===== src/rtl/minimac2_rxframer.sv =====
// rtl/minimac2_rxframer.sv - MII receive framer: preamble/SFD detection, nibble-to-byte assembly,
// FCS residue, length, alignment and PHY error checks with registered per-frame status.
module minimac2_rxframer #(
  parameter int unsigned max_bytes = 1536,
  parameter int unsigned min_bytes = 64
) (
  input  logic        phy_rx_clk,
  input  logic        phy_rx_rst,
  input  logic        phy_dv,
  input  logic [3:0]  phy_rx_data,
  input  logic        phy_rx_er,
  output logic [7:0]  out_dat,
  output logic        out_stb,
  output logic        out_sof,
  output logic        frame_end,
  output logic        frame_good,
  output logic        err_crc,
  output logic        err_phy,
  output logic        err_len,
  output logic        err_align,
  output logic [10:0] byte_count
);
  localparam logic [31:0] CRC_POLY    = 32'hEDB88320;
  localparam logic [31:0] CRC_RESIDUE = 32'hDEBB20E3;
  localparam logic [10:0] MAX_CNT     = 11'(max_bytes);
  localparam logic [10:0] MIN_CNT     = 11'(min_bytes);

  typedef enum logic [1:0] {IDLE, PREAMBLE, DATA, DROP} state_t;

  state_t      state_q, state_d;
  logic        armed_q, armed_d;
  logic        phase_q, phase_d;
  logic [3:0]  low_q, low_d;
  logic [10:0] cnt_q, cnt_d;
  logic [31:0] crc_q, crc_d;
  logic        phy_err_q, phy_err_d;
  logic        over_q, over_d;
  logic        first_q, first_d;
  logic [7:0]  dat_q, dat_d;
  logic        stb_q, stb_d, sof_q, sof_d, end_q, end_d;
  logic        good_q, good_d, ecrc_q, ecrc_d, ephy_q, ephy_d;
  logic        elen_q, elen_d, ealign_q, ealign_d;
  logic [10:0] bcnt_q, bcnt_d;

  logic [7:0]  byte_w;
  logic [31:0] crc_next;
  logic        end_len, end_crc;

  assign byte_w  = {phy_rx_data, low_q};
  assign end_len = over_q | (cnt_q < MIN_CNT);
  assign end_crc = (crc_q != CRC_RESIDUE);

  // Reflected CRC-32 advanced by one byte, LSB first.
  always_comb begin
    crc_next = crc_q ^ {24'h000000, byte_w};
    for (int i = 0; i < 8; i++) begin
      crc_next = crc_next[0] ? ((crc_next >> 1) ^ CRC_POLY) : (crc_next >> 1);
    end
  end

  always_comb begin
    state_d   = state_q;
    armed_d   = armed_q | ~phy_dv;
    phase_d   = phase_q;
    low_d     = low_q;
    cnt_d     = cnt_q;
    crc_d     = crc_q;
    phy_err_d = phy_err_q;
    over_d    = over_q;
    first_d   = first_q;
    dat_d     = dat_q;
    stb_d     = 1'b0;
    sof_d     = 1'b0;
    end_d     = 1'b0;
    good_d    = good_q;
    ecrc_d    = ecrc_q;
    ephy_d    = ephy_q;
    elen_d    = elen_q;
    ealign_d  = ealign_q;
    bcnt_d    = bcnt_q;
    case (state_q)
      IDLE: begin
        if (armed_q && phy_dv) state_d = (phy_rx_data == 4'h5) ? PREAMBLE : DROP;
      end
      PREAMBLE: begin
        if (!phy_dv) begin
          state_d = IDLE;
        end else if (phy_rx_data == 4'hD) begin
          state_d   = DATA;
          phase_d   = 1'b0;
          cnt_d     = '0;
          phy_err_d = 1'b0;
          over_d    = 1'b0;
          first_d   = 1'b1;
          crc_d     = 32'hFFFFFFFF;
        end else if (phy_rx_data != 4'h5) begin
          state_d = DROP;
        end
      end
      DATA: begin
        if (!phy_dv) begin
          // Strobes are one cycle behind the nibble, so the last byte always precedes frame_end.
          state_d  = IDLE;
          end_d    = 1'b1;
          ealign_d = phase_q;
          elen_d   = end_len;
          ecrc_d   = end_crc;
          ephy_d   = phy_err_q;
          good_d   = ~(end_len | end_crc | phy_err_q | phase_q);
          bcnt_d   = cnt_q;
        end else begin
          if (phy_rx_er) phy_err_d = 1'b1;
          if (!phase_q) begin
            low_d   = phy_rx_data;
            phase_d = 1'b1;
          end else begin
            phase_d = 1'b0;
            crc_d   = crc_next;
            if (cnt_q == MAX_CNT) begin
              over_d = 1'b1;
            end else begin
              cnt_d   = cnt_q + 11'd1;
              dat_d   = byte_w;
              stb_d   = 1'b1;
              sof_d   = first_q;
              first_d = 1'b0;
            end
          end
        end
      end
      DROP: begin
        if (!phy_dv) state_d = IDLE;
      end
      default: state_d = IDLE;
    endcase
  end

  always_ff @(posedge phy_rx_clk) begin
    if (phy_rx_rst) begin
      state_q   <= IDLE;
      armed_q   <= 1'b0;
      phase_q   <= 1'b0;
      low_q     <= 4'h0;
      cnt_q     <= '0;
      crc_q     <= 32'hFFFFFFFF;
      phy_err_q <= 1'b0;
      over_q    <= 1'b0;
      first_q   <= 1'b0;
      dat_q     <= 8'h00;
      stb_q     <= 1'b0;
      sof_q     <= 1'b0;
      end_q     <= 1'b0;
      good_q    <= 1'b0;
      ecrc_q    <= 1'b0;
      ephy_q    <= 1'b0;
      elen_q    <= 1'b0;
      ealign_q  <= 1'b0;
      bcnt_q    <= '0;
    end else begin
      state_q   <= state_d;
      armed_q   <= armed_d;
      phase_q   <= phase_d;
      low_q     <= low_d;
      cnt_q     <= cnt_d;
      crc_q     <= crc_d;
      phy_err_q <= phy_err_d;
      over_q    <= over_d;
      first_q   <= first_d;
      dat_q     <= dat_d;
      stb_q     <= stb_d;
      sof_q     <= sof_d;
      end_q     <= end_d;
      good_q    <= good_d;
      ecrc_q    <= ecrc_d;
      ephy_q    <= ephy_d;
      elen_q    <= elen_d;
      ealign_q  <= ealign_d;
      bcnt_q    <= bcnt_d;
    end
  end

  assign out_dat    = dat_q;
  assign out_stb    = stb_q;
  assign out_sof    = sof_q;
  assign frame_end  = end_q;
  assign frame_good = good_q;
  assign err_crc    = ecrc_q;
  assign err_phy    = ephy_q;
  assign err_len    = elen_q;
  assign err_align  = ealign_q;
  assign byte_count = bcnt_q;
endmodule


===== config.mk =====
export PLATFORM = sky130hd
export DESIGN_NAME = minimac2_rxframer
export DESIGN_NICKNAME = d
export VERILOG_FILES = /design/src/rtl/minimac2_rxframer.sv
export SDC_FILE = /design/constraint.sdc
export NUM_CORES = 1
export LEC_CHECK = 0
export CAP_MARGIN = 10
export CORE_ASPECT_RATIO = 1.4
export CORE_MARGIN = 2
export CORE_UTILIZATION = 45
export CTS_BUF_LIST = sky130_fd_sc_hd__clkbuf_4 sky130_fd_sc_hd__clkbuf_8
export DETAILED_ROUTE_END_ITERATION = 10
export PLACE_DENSITY = 0.68
export SLEW_MARGIN = 10
export SYNTH_ARGS = -nofsm -noshare
export SYNTH_HDL_FRONTEND = slang
export SYNTH_SLANG_ARGS = --single-unit
export TNS_END_PERCENT = 5

===== constraint.sdc =====
create_clock -name phy_rx_clk -period 2.4 [get_ports phy_rx_clk]
set_input_delay 0.6 -clock phy_rx_clk [delete_from_list [all_inputs] [get_ports phy_rx_clk]]
set_output_delay 0.6 -clock phy_rx_clk [all_outputs]
set_load 0.02 [all_outputs]

==> results.sh, run 1 <==
export IMPL_outcome="completed"
export IMPL_dieHeight_um=117
export IMPL_synth_top_area_cell="dfxtp_1"
export IMPL_cap_violations=0
export IMPL_worstSkewPairLatency_ns=0.38
export IMPL_final_util_pct=56.2
export IMPL_worstMarginPinSlew_ns=0.734
export IMPL_core_area_mm2=0.00893
export IMPL_drive_gt1_share_pct=16.1
export IMPL_hold_violations=0
export IMPL_combPwrFrac_pct=13.6
export IMPL_dpl_cell_count=582
export IMPL_async_flop_share_pct=0
export IMPL_cts_buffers=9
export IMPL_final_common_cell="dfxtp_1"
export IMPL_vias=3283
export IMPL_post_synth_cell_area_avg_um2=9.67
export IMPL_grt_max_degree=46
export IMPL_rows=41
export IMPL_fin_nets=496
export IMPL_ys_warn_count=0
export IMPL_syn_inst=422
export IMPL_final_cells=598
export IMPL_ios=35
export IMPL_fin_tns_setup_ns=0
export IMPL_drc=0
export IMPL_grt_pass1_vias=3184
export IMPL_hold_buffers=0
export IMPL_worstHoldPathType="flip-flop to flip-flop"
export IMPL_p_per_area_mw_per_mm2=528
export IMPL_preCtsSetupSlack_ns=-0.308
export IMPL_routed_wl_um=9700
export IMPL_fin_skew_ns=0.0187
export IMPL_globalRouteTotalUtil_pct=20.8
export IMPL_grt_pass1_wl_um=16000
export IMPL_setup_viol=0
export IMPL_worstPathRequired_ns=2.65
export IMPL_cts_tree="done"
export IMPL_critPathKind="input port to flip-flop"
export IMPL_ir_drop_mv=0.330
export IMPL_dieArea_mm2=0.00986
export IMPL_cts_max_level=3
export IMPL_synthDistinctLibCells=49
export IMPL_slew_violations=0
export IMPL_wl_per_cell_um=16.2
export IMPL_start_util_pct=45.7
export IMPL_drtIter0Drc=129
export IMPL_cts_sinks=81
export IMPL_start_kind="input port"
export IMPL_critPathCaptureType="flip-flop"
export IMPL_yosysSeqAreaShare_pct=39.7
export IMPL_antenna_found_initial=0
export IMPL_cts_root_buf="clkbuf_8"
export IMPL_die_width_um=84.5
export IMPL_final_period_utilization_pct=97.3
export IMPL_p_sw_w=0.000723
export IMPL_crit_fanout=5
export IMPL_switching_share_pct=27.3
export IMPL_ant_nets=0
export IMPL_synth_area_mm2=0.00408
export IMPL_diodes=0
export IMPL_seqPwrFrac_pct=51.5
export IMPL_clkPwrFrac_pct=34.9
export IMPL_clock_path_buffers=2
export IMPL_leakage_nw=1.90
export IMPL_synth_area_leaders="dfxtp_1, xnor2_1, xnor3_1"
export IMPL_netlist_area_leader_share_pct=39.7
export IMPL_setup_ws_ns=0.0660
export IMPL_rsz0062_at_grt="yes"
export IMPL_clkSlewWorstSetupHoldPaths_ns=0.08
export IMPL_final_cell_mix="dfxtp_1, nor2_1, buf_4"
export IMPL_firstDrtPassIters=4
export IMPL_areaGrowthSynthToFinish_pct=22.9
export IMPL_vias_per_cell=5.49
export IMPL_fillers=830
export IMPL_arrival_ns=2.58
export IMPL_port_buffers=34
export IMPL_fmax_mhz=428
export IMPL_dp_hpwl_um=7050
export IMPL_grt_ovfl_total=0
export IMPL_gp_congestion=0.865
export IMPL_p_int_w=0.00193
export IMPL_yosys_register_bits=81
export IMPL_ys_flop_type="dfxtp_1"
export IMPL_synth_edf_count=0
export IMPL_syn_num_nets=432
export IMPL_slew_headroom_pct=51.0
export IMPL_finalCriticalPeriod_ns=2.33
[cell families (layout without fill, tap and decap cells)]
logic type	after synthesis	count (layout)	synth area share, %
AOI/OAI and AO/OA	66	66	10.9
xor gates and xnor gates	68	68	22.0
adders and majority gates	2	2	0.613
buffers and inverters	30	99	2.82
DFF	81	81	39.7
muxes	13	13	3.19
and+or+nand+nor	162	162	20.8
[through the flow]
stage	hold WS (ns)	total power (W)	area, µm²
after global routing	0.482	0.00276	5010
after detailed placement	0.448	0.00175	4830
after floorplan	0.430	0.00163	4080
final	0.456	0.00265	5010
after CTS	0.459	0.00268	5010
after global placement	0.445	0.00175	4830
[registers in the layout, indices dropped and copies added (netlist names)]
name,flops
frame_good,1
out_dat,8
armed_q,1
frame_end,1
low_q,4
state_q,2
cnt_q,11
phy_err_q,1
out_sof,1
byte_count,11
first_q,1
err_crc,1
crc_q,32
err_align,1
err_len,1
over_q,1
phase_q,1
err_phy,1
out_stb,1
[timing repair]
item                       CTS  global route
gates resized for setup      0             1
setup endpoints to repair    0            18
buffers inserted             0             0
[cell type report]
| type | count | area (µm²) | area share [%] |
|---|---|---|---|
| clock buffers | 9 | 124 | 2.47 |
| clock inverters | 7 | 55.1 | 1.10 |
| inverters | 7 | 26.3 | 0.524 |
| multi-input cells | 311 | 2350 | 46.9 |
| flip-flops and latches | 81 | 1620 | 32.3 |
| well taps | 107 | 134 | 2.67 |
| repair buffers | 76 | 701 | 14.0 |
[power groups by stage]
stage / Combinational, W / Sequential [W] / Clock [W]
after floorplan: 0.000234 / 0.00139 / 0
after global placement: 0.000354 / 0.00140 / 0
after detailed placement: 0.000358 / 0.00140 / 0
after CTS: 0.000361 / 0.00136 / 0.000954
after global routing: 0.000387 / 0.00137 / 0.00100
final: 0.000360 / 0.00136 / 0.000924
[critical path, cell delays in order]
cell	delay, ns
clkdlybuf4s50_1	0.55
xnor2_2	0.46
xor3_1	0.58
nor4b_1	0.30
a221oi_1	0.08
[final timing paths]
path	start	to	slack (ns)	depth (start not counted)
worst min register to register	byte_count[10]$_SDFFE_PP0P_	byte_count[10]$_SDFFE_PP0P_	0.46	2
worst min-delay path	byte_count[10]$_SDFFE_PP0P_	byte_count[10]$_SDFFE_PP0P_	0.46	2
worst max register to register	crc_q[3]$_SDFFE_PP1P_	crc_q[19]$_SDFFE_PP1P_	0.19	5
worst max-delay path	phy_rx_data[3]	crc_q[23]$_SDFFE_PP1P_	0.07	5
[synth_stat cells (3+ instances only)]
cell type,n
nor4_1,3
or3_1,3
a2bb2oi_1,3
a221oi_1,4
o21ai_0,4
and2_1,3
nand3_1,4
xor3_1,3
xnor2_1,28
xor2_1,16
clkbuf_1,21
and4_1,3
dfxtp_1,81
nor4b_1,6
a21oi_1,22
o22ai_1,15
nand4_1,10
inv_1,7
o21bai_1,9
nor3_1,18
xnor3_1,9
nor2_1,48
xnor2_4,3
mux2i_1,13
nand2b_1,17
xnor2_2,7
nand2_1,31
a211oi_1,4
[layer usage]
layer / routed length, µm / vias up / share of wire [%] / GRT usage (%)
li1: - / 1609 / - / -
met1: 3840 / 1571 / 40 / 23.7
met2: 5250 / 79 / 54 / 38.1
met3: 291 / 24 / 3.0 / 2.19
met4: 315 / 0 / 3.2 / 11.2
met5: 0 / - / 0 / 0
Note: power is estimated with default switching activity, not from simulation.
==> inputs of run 2 (changes only) <==
- CTS_CLUSTER_SIZE: not set -> 12
==> results of run 2 <==
The final DEF is identical to that of run 1; final timing and power are the same.
